`src/rtl/pipe_pkg.sv`:
```
// Shared types and constants for the pipeline hazard / forwarding controller.
// Stage records carry just enough of each in-flight instruction to detect RAW hazards.
package pipe_pkg;

    localparam int RD_W         = 8;
    localparam int ZERO_REG_DEF = 31;
    localparam int FWD_RF       = 0;

    typedef struct packed {
        logic            valid;
        logic [RD_W-1:0] rd;
        logic            regwrite;
        logic            load;
    } stage_info_t;

    // Width of a forwarding select able to name stages 0..depth.
    function automatic int fwd_w(input int depth);
        return $clog2(depth + 1);
    endfunction

endpackage

```
`src/rtl/hazard_match.sv`:
```
// Priority compare of one source operand against the in-flight stage records.
// Purely combinational; the youngest matching producer wins.
module hazard_match
    import pipe_pkg::*;
#(
    parameter int DEPTH     = 3,
    parameter int AW        = 5,
    parameter int ZERO_REG  = ZERO_REG_DEF,
    parameter int WB_BYPASS = 0,
    parameter int FW        = fwd_w(DEPTH)
) (
    input  logic                    useReg,
    input  logic [AW-1:0]           regAddr,
    input  stage_info_t [DEPTH-1:0] stages,
    output logic [FW-1:0]           fwd,
    output logic                    loadHit
);

    logic hitLoad;

    always_comb begin
        fwd     = FW'(FWD_RF);
        hitLoad = 1'b0;
        loadHit = 1'b0;
        if (useReg && (regAddr != AW'(ZERO_REG))) begin
            // Walk oldest to youngest so the last assignment is the youngest hit.
            for (int k = DEPTH; k >= 1; k--) begin
                if (((k < DEPTH) || (WB_BYPASS != 0)) &&
                    stages[k-1].valid && stages[k-1].regwrite &&
                    (stages[k-1].rd == RD_W'(regAddr))) begin
                    fwd     = FW'(k);
                    hitLoad = stages[k-1].load;
                end
            end
            loadHit = (fwd == FW'(1)) && hitLoad;
        end
    end

endmodule

```
`src/rtl/pipe_hazard_ctrl.sv`:
```
// Forwarding selects, load-use interlock and branch flush for the RF stage; zero-cycle outputs.
// A load-use pair holds IF/RF for exactly one cycle and injects a bubble into EX.
module pipe_hazard_ctrl
    import pipe_pkg::*;
#(
    parameter int DEPTH     = 3,
    parameter int AW        = 5,
    parameter int ZERO_REG  = ZERO_REG_DEF,
    parameter int WB_BYPASS = 0,
    parameter int CNT_W     = 32
) (
    input  logic             clk,
    input  logic             reset,
    input  logic             rf_valid,
    input  logic [AW-1:0]    rf_rn,
    input  logic [AW-1:0]    rf_rm,
    input  logic             rf_use_rn,
    input  logic             rf_use_rm,
    input  logic [AW-1:0]    rf_rd,
    input  logic             rf_regwrite,
    input  logic             rf_load,
    input  logic             br_taken,
    output logic [2:0]       fwd_a,
    output logic [2:0]       fwd_b,
    output logic             stall_if,
    output logic             bubble_ex,
    output logic             flush_if,
    output logic [CNT_W-1:0] stall_count,
    output logic [CNT_W-1:0] flush_count
);

    localparam int FW = fwd_w(DEPTH);

    stage_info_t [DEPTH-1:0] stageQ;
    stage_info_t             newEntry;
    logic [FW-1:0]           fwdA;
    logic [FW-1:0]           fwdB;
    logic                    loadHitA;
    logic                    loadHitB;
    logic                    stallInt;
    logic                    flushInt;
    logic [CNT_W-1:0]        stallCnt;
    logic [CNT_W-1:0]        flushCnt;

    hazard_match #(
        .DEPTH    (DEPTH),
        .AW       (AW),
        .ZERO_REG (ZERO_REG),
        .WB_BYPASS(WB_BYPASS),
        .FW       (FW)
    ) u_match_rn (
        .useReg (rf_use_rn),
        .regAddr(rf_rn),
        .stages (stageQ),
        .fwd    (fwdA),
        .loadHit(loadHitA)
    );

    hazard_match #(
        .DEPTH    (DEPTH),
        .AW       (AW),
        .ZERO_REG (ZERO_REG),
        .WB_BYPASS(WB_BYPASS),
        .FW       (FW)
    ) u_match_rm (
        .useReg (rf_use_rm),
        .regAddr(rf_rm),
        .stages (stageQ),
        .fwd    (fwdB),
        .loadHit(loadHitB)
    );

    assign stallInt = rf_valid && (loadHitA || loadHitB);
    // A stalled branch is re-evaluated next cycle once the load data can be forwarded.
    assign flushInt = br_taken && rf_valid && !stallInt;

    always_comb begin
        newEntry = '0;
        if (rf_valid && !stallInt) begin
            newEntry.valid    = 1'b1;
            newEntry.rd       = RD_W'(rf_rd);
            newEntry.regwrite = rf_regwrite;
            newEntry.load     = rf_load;
        end
    end

    always_ff @(posedge clk or posedge reset) begin
        if (reset) begin
            stageQ <= '0;
        end else begin
            stageQ <= {stageQ[DEPTH-2:0], newEntry};
        end
    end

    always_ff @(posedge clk or posedge reset) begin
        if (reset) begin
            stallCnt <= '0;
            flushCnt <= '0;
        end else begin
            if (stallInt && (stallCnt != {CNT_W{1'b1}})) begin
                stallCnt <= stallCnt + CNT_W'(1);
            end
            if (flushInt && (flushCnt != {CNT_W{1'b1}})) begin
                flushCnt <= flushCnt + CNT_W'(1);
            end
        end
    end

    assign fwd_a       = 3'(fwdA);
    assign fwd_b       = 3'(fwdB);
    assign stall_if    = stallInt;
    assign bubble_ex   = stallInt;
    assign flush_if    = flushInt;
    assign stall_count = stallCnt;
    assign flush_count = flushCnt;

endmodule

```
`config.mk`:
```
export PLATFORM = sky130hd
export DESIGN_NAME = pipe_hazard_ctrl
export DESIGN_NICKNAME = d
export VERILOG_FILES = /design/src/rtl/pipe_pkg.sv /design/src/rtl/hazard_match.sv /design/src/rtl/pipe_hazard_ctrl.sv
export SDC_FILE = /design/constraint.sdc
export NUM_CORES = 1
export LEC_CHECK = 0
export ABC_AREA = 0
export CAP_MARGIN = 20
export CORE_AREA = 2 2 103 105
export CTS_BUF_LIST = sky130_fd_sc_hd__clkbuf_16
export DETAILED_ROUTE_END_ITERATION = 7
export DIE_AREA = 0 0 105 107
export PLACE_DENSITY_LB_ADDON = 0.15
export SYNTH_ARGS = -nofsm -noshare
export SYNTH_HDL_FRONTEND = slang
export SYNTH_SLANG_ARGS = --single-unit
```
`constraint.sdc`:
```
create_clock -name clk -period 2.3 [get_ports clk]
set_input_delay 0.46 -clock clk [delete_from_list [all_inputs] [get_ports clk]]
set_output_delay 0.46 -clock clk [all_outputs]
set_load 0.05 [all_outputs]
```
==> impl_metrics.json, run 1 <==
{
  "ys_top_cells_by_area": "sky130_fd_sc_hd__dfrtp_1, sky130_fd_sc_hd__xnor2_1, sky130_fd_sc_hd__xor2_1, sky130_fd_sc_hd__nand4_1, sky130_fd_sc_hd__nand3_1",
  "synth.cells.most_frequent": "sky130_fd_sc_hd__dfrtp_1, sky130_fd_sc_hd__xnor2_1, sky130_fd_sc_hd__xor2_1, sky130_fd_sc_hd__nand3_1, sky130_fd_sc_hd__nand4_1",
  "start_util_pct": 39.6,
  "grt_max_degree": 48,
  "ir_drop_mv": 0.622,
  "route.detailed.drc": 0,
  "worst_slew_pin_slew_ns": 0.540,
  "cts_root_cell": "sky130_fd_sc_hd__clkbuf_16",
  "layoutNonFillerInstCount": 693,
  "viasPerCell": 5.05,
  "grt.overflow.total": 0,
  "antenna_found_initial": 0,
  "cts.reportedPaths.clkPinSlew_ns": 0.06,
  "post_synth_num_cell_types": 38,
  "fin_crit_ns": 2.33,
  "num-nets-final": 578,
  "post-place-cells": 670,
  "die_x_um": 105,
  "clock_latency_ns": 0.33,
  "powerDensity_nw_per_um2": 534,
  "die_y_um": 107,
  "max-cap-violations": 0,
  "post-synth-top-count-cell": "sky130_fd_sc_hd__dfrtp_1",
  "share_of_layout_cells_above_drive_strength_1_pct": 28.4,
  "rsz0062_at_grt": "true",
  "placedInstanceArea_um2": 5830,
  "detail_route.wl_per_cell_um": 15.3,
  "final_antenna_net_count": 0,
  "setup_slack_ns": -0.0264,
  "timing_worst_setup_path_type": "reg2reg",
  "firstDrtPassIters": 4,
  "clock_skew_ns": 0.00890,
  "critical_path_required_ns": 2.51,
  "cts_made_buffers": 9,
  "post-route-period-util_pct": 101,
  "fp.coreArea_um2": 10100,
  "via_count": 3499,
  "grt_pass1_wl_um": 17500,
  "area_delta_synth_final_pct": 57.6,
  "place_ws_ns": -0.482,
  "most_instantiated_flip_flop_cell_in_the_synthesis_netlist": "sky130_fd_sc_hd__dfrtp_1",
  "post_synth.cell_area_avg_um2": 10.2,
  "netlist_area_before_placement_um2": 4000,
  "cts_tree": "done",
  "startpoint_type": "register",
  "outcome": "finished with violations",
  "register_bit_total_from_synthesis": 79,
  "routed_wirelength_um": 10600,
  "data_arrival_time_of_the_critical_path_ns": 2.54,
  "fmax_mhz": 430,
  "violated_checks": "setup timing",
  "die_area_um2": 11200,
  "port_buffers": 93,
  "post-synth-top-area-cell": "sky130_fd_sc_hd__dfrtp_1",
  "syn_inst": 392,
  "report.final.hold_viol_count": 0,
  "layout.core_utilization_pct": 62.4,
  "synthDominantCellAreaShare_pct": 49.5,
  "boundary_pin_count": 96,
  "final-setup-viol-count": 1,
  "dp.final_hpwl_um": 7760,
  "postSynth.asyncResetShare_pct": 100,
  "drt-initial-drc-count": 115,
  "first_global_vias": 3535,
  "critPathMaxFanout": 6,
  "cts_hold_buffers": 0,
  "cts_htree_levels": 3,
  "layout.filler_cells": 885,
  "place_congestion": 0.862,
  "hold_path.class": "reg2reg",
  "power.total_mw": 3.36,
  "number_of_flops_mapped_to_enable_cells_by_yosys": 0,
  "max-slew-margin-rel_pct": 63.7,
  "power.leakage_nw": 2.84,
  "cts_num_sinks": 79,
  "cp-end-kind": "register",
  "grt.total_usage_pct": 19.4,
  "clock_tree.buffer_depth": 2,
  "placementRows": 37,
  "seq_area_frac_synth_pct": 49.5,
  "design_area_um2": 6300,
  "slew_viol_final": 0,
  "synth.yosys.warnings": 0,
  "antenna-diode-count": 0
}
[metal layers]
layer | GRT usage, % | vias up | share of wire, %
li1 | - | 1699 | -
met1 | 26.0 | 1718 | 46
met2 | 31.9 | 70 | 49
met3 | 3.77 | 12 | 3.4
met4 | 5.90 | 0 | 1.4
met5 | 0 | - | 0
[per-stage QoR]
step | setup TNS, ns | hold slack, ns
5_1_grt | -0.469 | 0.390
4_1_cts | -0.00111 | 0.374
3_3_place_gp | -23.18 | 0.362
6_report | -0.0264 | 0.373
3_5_place_dp | -25.36 | 0.365
2_1_floorplan | -5.30 | 0.354
[kinds of logic after synthesis]
| family | synth area share (%) |
|---|---|
| other | 0.0938 |
| AND/OR/NAND/NOR | 26.4 |
| multiplexers | 0.564 |
| flip-flops | 49.5 |
| buffers and inverters | 3.47 |
| AO/OA/AOI/OAI | 1.63 |
| adder cells (fa/ha/maj) | 0.626 |
| XOR/XNOR | 17.8 |
[placed cells by master (no fill, tap or decap), types with 3 or more instances in the layout]
cell	netlist	final
sky130_fd_sc_hd__and2_1	5	4
sky130_fd_sc_hd__and3_1	18	18
sky130_fd_sc_hd__and4_1	5	5
sky130_fd_sc_hd__buf_12	0	9
sky130_fd_sc_hd__buf_4	3	61
sky130_fd_sc_hd__buf_6	3	4
sky130_fd_sc_hd__clkbuf_16	0	10
sky130_fd_sc_hd__clkdlybuf4s50_1	0	75
sky130_fd_sc_hd__dfrtp_1	79	63
sky130_fd_sc_hd__dfrtp_2	0	16
sky130_fd_sc_hd__dlygate4sd2_1	0	8
sky130_fd_sc_hd__inv_1	12	14
sky130_fd_sc_hd__nand2_1	27	27
sky130_fd_sc_hd__nand3_1	31	30
sky130_fd_sc_hd__nand4_1	30	30
sky130_fd_sc_hd__nand4b_1	3	3
sky130_fd_sc_hd__nor2_1	18	16
sky130_fd_sc_hd__nor3_1	23	10
sky130_fd_sc_hd__nor3_2	0	11
sky130_fd_sc_hd__nor3b_1	4	4
sky130_fd_sc_hd__nor4_2	1	5
sky130_fd_sc_hd__nor4_4	0	9
sky130_fd_sc_hd__xnor2_1	44	40
sky130_fd_sc_hd__xnor2_2	0	4
sky130_fd_sc_hd__xor2_1	37	37
[power breakdown]
group | total [mW] | switching, mW | internal, mW | leakage (nW)
clock network | 1.22 | 0.519 | 0.705 | 0.136
logic | 0.595 | 0.359 | 0.236 | 1.68
registers | 1.54 | 0.0885 | 1.46 | 1.02
[state kept, by name (all words and copies together) (netlist names)]
register,count
stall_count,32
stageQ,15
flush_count,32
[area by class of cell]
cell class / instances / area (um^2) / share of cell area, %
clock buffers: 9 / 225 / 3.58
well taps: 136 / 170 / 2.70
multi-input cells: 287 / 2220 / 35.2
clock inverters: 6 / 25.0 / 0.397
inverters: 12 / 48.8 / 0.775
repair buffers: 164 / 1610 / 25.6
flip-flops and latches: 79 / 2000 / 31.7
[repair_timing]
action	4_1_cts	5_1_grt
resized for setup	31	16
buffers inserted	5	3
gates cloned	1	1
pin swaps	12	11
endpoints found under the setup margin	47	22
[worst paths after layout]
check / startpoint / to / slack, ns / depth (start not counted)
worst max-delay path: stall_count[14]$_DFFE_PP0P_ / stall_count[1]$_DFFE_PP0P_ / -0.03 / 7
worst min-delay path: stageQ[10]$_DFF_PP0_ / stageQ[21]$_DFF_PP0_ / 0.37 / 0
max in group asynchronous: reset / stageQ[6]$_DFF_PP0_ / 1.21 / 3
worst min register to register: stageQ[10]$_DFF_PP0_ / stageQ[21]$_DFF_PP0_ / 0.37 / 0
worst max register to register: stall_count[14]$_DFFE_PP0P_ / stall_count[1]$_DFFE_PP0P_ / -0.03 / 7
min in group asynchronous: reset / stall_count[7]$_DFFE_PP0P_ / 0.50 / 2
[worst max-delay path, stage by stage (launching register included)]
cell and delay [ns]:
sky130_fd_sc_hd__dfrtp_2 0.36, sky130_fd_sc_hd__nand4_1 0.13, sky130_fd_sc_hd__or3_4 0.41, sky130_fd_sc_hd__or4_4 0.55
sky130_fd_sc_hd__o2111ai_4 0.16, sky130_fd_sc_hd__buf_12 0.17, sky130_fd_sc_hd__buf_12 0.12, sky130_fd_sc_hd__mux2_4 0.29
Power figures use the tool's default switching activity.
==> run 2, diff against run 1 <==
--- a/config.mk
+++ b/config.mk
@@ -7,10 +7,10 @@
 export LEC_CHECK = 0
 export ABC_AREA = 0
 export CAP_MARGIN = 20
-export CORE_AREA = 2 2 103 105
+export CORE_AREA = 3 3 104 106
 export CTS_BUF_LIST = sky130_fd_sc_hd__clkbuf_16
 export DETAILED_ROUTE_END_ITERATION = 7
-export DIE_AREA = 0 0 105 107
+export DIE_AREA = 0 0 107 109
 export PLACE_DENSITY_LB_ADDON = 0.15
 export SYNTH_ARGS = -nofsm -noshare
 export SYNTH_HDL_FRONTEND = slang
==> impl_metrics.json, run 2 (same netlist as run 1, synthesis figures left out) <==
{
  "outcome": "completed",
  "grt.overflow.total": 0,
  "clock_skew_ns": 0.0109,
  "cts_root_cell": "sky130_fd_sc_hd__clkbuf_16",
  "max-slew-margin-rel_pct": 64.9,
  "die_y_um": 109,
  "fmax_mhz": 436,
  "startpoint_type": "register",
  "power.leakage_nw": 2.80,
  "critPathMaxFanout": 4,
  "final-setup-viol-count": 0,
  "ir_drop_mv": 0.558,
  "route.detailed.drc": 0,
  "max-cap-violations": 0,
  "clock_tree.buffer_depth": 2,
  "timing.hold.worst.start": "stageQ[10]$_DFF_PP0_",
  "cts_tree": "done",
  "area_delta_synth_final_pct": 57.4,
  "holdWs_ns": 0.371,
  "drt-initial-drc-count": 143,
  "antenna_found_initial": 0,
  "boundary_pin_count": 96,
  "grt_max_degree": 38,
  "cts_hold_buffers": 0,
  "antenna-diode-count": 0,
  "worst_slew_pin_slew_ns": 0.525,
  "num-nets-final": 574,
  "timing_worst_setup_path_type": "reg2out",
  "critical_path_required_ns": 1.84,
  "grt.total_usage_pct": 19.0,
  "post-route-period-util_pct": 99.6,
  "via_count": 3527,
  "rsz0062_at_grt": "true",
  "powerDensity_nw_per_um2": 582,
  "layout.cells.most_common": "sky130_fd_sc_hd__clkdlybuf4s50_1",
  "cts_htree_levels": 3,
  "data_arrival_time_of_the_critical_path_ns": 1.83,
  "commonest_cells_after_routing_fill_and_taps_aside": "sky130_fd_sc_hd__clkdlybuf4s50_1, sky130_fd_sc_hd__dfrtp_1, sky130_fd_sc_hd__buf_4",
  "cp-end-kind": "output port",
  "slew_viol_final": 0,
  "place_congestion": 0.833,
  "power.total_mw": 3.66,
  "port_buffers": 93,
  "fin_crit_ns": 2.29,
  "start_util_pct": 40.5,
  "hold_path.class": "reg2reg",
  "clock_latency_ns": 0.34,
  "final_antenna_net_count": 0,
  "report.final.hold_viol_count": 0,
  "grt_pass1_wl_um": 17700,
  "cts_made_buffers": 9,
  "critical_path.startpoint": "stageQ[2]$_DFF_PP0_",
  "viasPerCell": 5.13,
  "placementRows": 36,
  "routed_wirelength_um": 10700,
  "layout.core_utilization_pct": 63.7,
  "firstDrtPassIters": 4,
  "die_area_um2": 11700,
  "cts_num_sinks": 79,
  "first_global_vias": 3533,
  "dp.final_hpwl_um": 7680,
  "share_of_layout_cells_above_drive_strength_1_pct": 27.4,
  "cts.reportedPaths.clkPinSlew_ns": 0.06,
  "detail_route.wl_per_cell_um": 15.5,
  "die_x_um": 107,
  "timing.rr.start": "stall_count[14]$_DFFE_PP0P_",
  "fp.coreArea_um2": 9860
}
run 2: cell count changes in the layout (fill, tap and decap cells not counted), moves of 2 or more:
cell                              delta
sky130_fd_sc_hd__buf_2               +2
sky130_fd_sc_hd__buf_4               -3
sky130_fd_sc_hd__bufinv_16           +2
sky130_fd_sc_hd__clkdlybuf4s15_2     -2
sky130_fd_sc_hd__clkinv_4            +2
sky130_fd_sc_hd__clkinvlp_4          +2
sky130_fd_sc_hd__dlygate4sd2_1       -2
sky130_fd_sc_hd__inv_1               -3
sky130_fd_sc_hd__nor4_1              +2
sky130_fd_sc_hd__nor4_2              -2
run 2: timing repair:
item | CTS | global route
endpoints found under the setup margin | 26 | 24
setup buffers | 6 | 4
gates resized for setup | 33 | 8
hold endpoints to repair | 0 | 0
cloned | 1 | 2
pin swaps | 14 | 7
run 2: worst max-delay path, stage by stage (launching register included):
cell	delay (ns)
sky130_fd_sc_hd__dfrtp_1	0.41
sky130_fd_sc_hd__xnor2_1	0.20
sky130_fd_sc_hd__nand4_1	0.20
sky130_fd_sc_hd__nor4_4	0.26
sky130_fd_sc_hd__o21ai_4	0.11
sky130_fd_sc_hd__and2_4	0.18
sky130_fd_sc_hd__buf_12	0.14
run 2: layer usage:
metal | up-vias | global-route usage, % | part of all wire [%]
met4 | 0 | 5.66 | 1.1
met2 | 76 | 30.9 | 51
met1 | 1749 | 25.7 | 45
met5 | - | 0 | 0
met3 | 10 | 4.14 | 3.7
li1 | 1692 | - | -
run 2: area by class of cell:
| type | count | area [um^2] |
|---|---|---|
| clock buffer | 9 | 225 |
| clock inverter | 7 | 97.6 |
| multi-input combinational | 287 | 2190 |
| fill | 775 | 3580 |
| inverter | 12 | 48.8 |
| tap | 133 | 166 |
| timing repair buffer | 160 | 1570 |
| sequential | 79 | 2000 |
run 2: per-stage QoR:
stage,setup TNS [ns],std cells,worst slack (ns),instance area [um^2]
final,0,687,0.00823,6290
after global routing,-0.395,687,-0.0953,6290
after CTS,-0.0968,682,-0.0197,6200
after global placement,-20.37,661,-0.377,5800
after detailed placement,-22.62,661,-0.426,5800
after floorplan,-5.30,393,-0.548,4270
run 2: power breakdown:
group	total, mW	internal [mW]	switching [mW]
registers	1.54	1.45	0.0871
clock network	1.53	0.952	0.579
logic	0.587	0.232	0.354
run 2: path summary, 6_finish.rpt:
kind | cells after the start | endpoint | slack (ns)
worst max register to register | 6 | stall_count[1]$_DFFE_PP0P_ | 0.02
worst min register to register | 0 | stageQ[21]$_DFF_PP0_ | 0.37
min in group asynchronous | 2 | stall_count[7]$_DFFE_PP0P_ | 0.51
max in group asynchronous | 3 | stageQ[5]$_DFF_PP0_ | 1.25
worst min-delay path | 0 | stageQ[21]$_DFF_PP0_ | 0.37
worst max-delay path | 6 | flush_if | 0.008
==> run 3, diff against run 2 <==
--- a/config.mk
+++ b/config.mk
@@ -15,3 +15,4 @@
 export SYNTH_ARGS = -nofsm -noshare
 export SYNTH_HDL_FRONTEND = slang
 export SYNTH_SLANG_ARGS = --single-unit
+export TNS_END_PERCENT = 50
==> impl_metrics.json, run 3 (same netlist as run 1, synthesis figures left out) <==
{
  "clock_tree.buffer_depth": 2,
  "grt.total_usage_pct": 18.6,
  "setup_slack_ns": -0.00515,
  "rrSetupSlack_ns": 0.04,
  "fp.coreArea_um2": 9860,
  "design_area_um2": 6220,
  "grt_max_degree": 33,
  "fin_crit_ns": 2.31,
  "boundary_pin_count": 96,
  "reg2regPathDepth": 6,
  "placedInstanceArea_um2": 5790,
  "die_y_um": 109,
  "timing.rr.end": "stall_count[1]$_DFFE_PP0P_",
  "dp.final_hpwl_um": 7670,
  "placementRows": 36,
  "data_arrival_time_of_the_critical_path_ns": 1.85,
  "timing.rr.start": "stall_count[14]$_DFFE_PP0P_",
  "commonest_cells_after_routing_fill_and_taps_aside": "sky130_fd_sc_hd__clkdlybuf4s50_1, sky130_fd_sc_hd__dfrtp_1, sky130_fd_sc_hd__buf_4",
  "seq_power_share_pct": 44.0,
  "worst_slew_pin_slew_ns": 0.526,
  "critical_path_required_ns": 1.84,
  "final_antenna_net_count": 0,
  "routed_wirelength_um": 10400,
  "cts_made_buffers": 9,
  "hold-path-cell-count": 0,
  "clock_skew_ns": 0.00990,
  "die_x_um": 107,
  "area_delta_synth_final_pct": 55.6,
  "violated_checks": "setup timing",
  "timing.hold.worst.start": "stageQ[1]$_DFF_PP0_",
  "rsz0062_at_grt": "true",
  "startpoint_type": "primary input",
  "antenna_found_initial": 0,
  "cts_tree": "done",
  "fmax_mhz": 434,
  "cts.reportedPaths.clkPinSlew_ns": 0.06,
  "final-setup-viol-count": 1,
  "layout.cells.most_common": "sky130_fd_sc_hd__clkdlybuf4s50_1",
  "switching_fraction_pct": 28.3,
  "slowest_delay_ns": 0.46,
  "firstDrtPassIters": 5,
  "cts_root_cell": "sky130_fd_sc_hd__clkbuf_16",
  "ir_drop_mv": 0.540,
  "crit_path_cell_trace": "clkdlybuf4s50_1, o21ai_1, buf_4, nor4_4, o21ai_2, and2_4, buf_12",
  "max-cap-violations": 0,
  "power.total_mw": 3.51,
  "antenna-diode-count": 0,
  "portion_of_total_power_attributed_to_combinational_logic_pct": 16.9,
  "cp-end-kind": "output port",
  "power_report.internal_total_mw": 2.51,
  "net-switching-power_mw": 0.994,
  "start_util_pct": 40.5,
  "grt.overflow.total": 0,
  "die_area_um2": 11700,
  "critPathMaxFanout": 4,
  "cts_htree_levels": 3,
  "powerDensity_nw_per_um2": 564,
  "cp_slowest_cell": "sky130_fd_sc_hd__clkdlybuf4s50_1",
  "post-route-period-util_pct": 100,
  "slew_viol_final": 0,
  "cts_hold_buffers": 0,
  "drt-initial-drc-count": 167,
  "share_of_layout_cells_above_drive_strength_1_pct": 27.4,
  "hold_path.class": "reg2reg",
  "port_buffers": 93,
  "report.final.hold_viol_count": 0,
  "timing_worst_setup_path_type": "in2out",
  "place_congestion": 0.864,
  "clock_power_share_pct": 39.1,
  "viasPerCell": 5.13,
  "cts_num_sinks": 79,
  "layout.filler_cells": 809,
  "holdPathEnd": "stageQ[12]$_DFF_PP0_",
  "grt_pass1_wl_um": 17200,
  "first_global_vias": 3603,
  "detail_route.wl_per_cell_um": 15.2,
  "max-slew-margin-rel_pct": 64.8,
  "power.leakage_nw": 2.77,
  "outcome": "finished with violations",
  "route.detailed.drc": 0,
  "clock_latency_ns": 0.33,
  "via_count": 3524,
  "num-nets-final": 574,
  "layout.core_utilization_pct": 63.0
}
-- run 3: cell type report --
type / count / area (um^2) / share of cell area (%)
Inverter: 12 / 48.8 / 0.785
Clock inverter: 7 / 58.8 / 0.946
Tap cell: 133 / 166 / 2.68
Clock buffer: 9 / 225 / 3.62
Sequential cell: 79 / 2000 / 32.1
Multi-Input combinational cell: 287 / 2160 / 34.8
Timing Repair Buffer: 160 / 1560 / 25.1
-- run 3: worst max-delay path by stage --
stage	from	end	slack [ns]	depth (start not counted)
6_report	rf_use_rn	flush_if	-0.005	7
3_3_place_gp	rf_rm[4]	fwd_b[1]	-0.41	8
4_1_cts	stageQ[3]$_DFF_PP0_	flush_if	-0.02	6
5_1_grt	stageQ[2]$_DFF_PP0_	flush_if	-0.1	6
3_5_place_dp	rf_rm[1]	stall_count[1]$_DFFE_PP0P_	-0.44	8
2_1_floorplan	rf_rm[4]	stall_if	-0.55	7
-- run 3: repair_timing --
item | CTS | global route
endpoints found under the hold margin | 0 | 0
cloned | 1 | 0
gates resized for setup | 35 | 12
setup endpoints to repair | 47 | 16
setup buffers | 6 | 2
pin swaps | 16 | 9
-- run 3: power by group through the flow --
stage / sequential, mW / clock [mW] / combinational (mW)
6_report: 1.55 / 1.37 / 0.592
5_1_grt: 1.56 / 1.47 / 0.632
4_1_cts: 1.55 / 1.39 / 0.599
3_5_place_dp: 1.57 / 0 / 0.595
3_3_place_gp: 1.57 / 0 / 0.588
2_1_floorplan: 1.73 / 0 / 0.186
-- run 3: layer usage --
layer	GRT usage, %	vias up	wire length [um]	share of wire [%]
met5	0	-	0	0
met2	31.5	80	5210	50
met3	3.91	12	444	4.3
met4	5.84	0	143	1.4
met1	23.9	1732	4650	44
li1	-	1700	-	-
-- run 3: critical path: cells and delay by family --
family	cells	cell delay, ns
and+or+nand+nor	2	0.43
AOI/OAI and AO/OA	2	0.20
buffers and inverters	3	0.74
-- run 3: metrics by stage --
stage	setup WS, ns	hold slack [ns]	setup TNS [ns]	cells
floorplan	-0.548	0.354	-5.66	393
global placement	-0.414	0.360	-20.41	663
detailed placement	-0.444	0.361	-23.44	663
CTS	-0.0180	0.378	-0.0180	685
global route	-0.0993	0.388	-0.407	687
finish	-0.00515	0.375	-0.00515	687
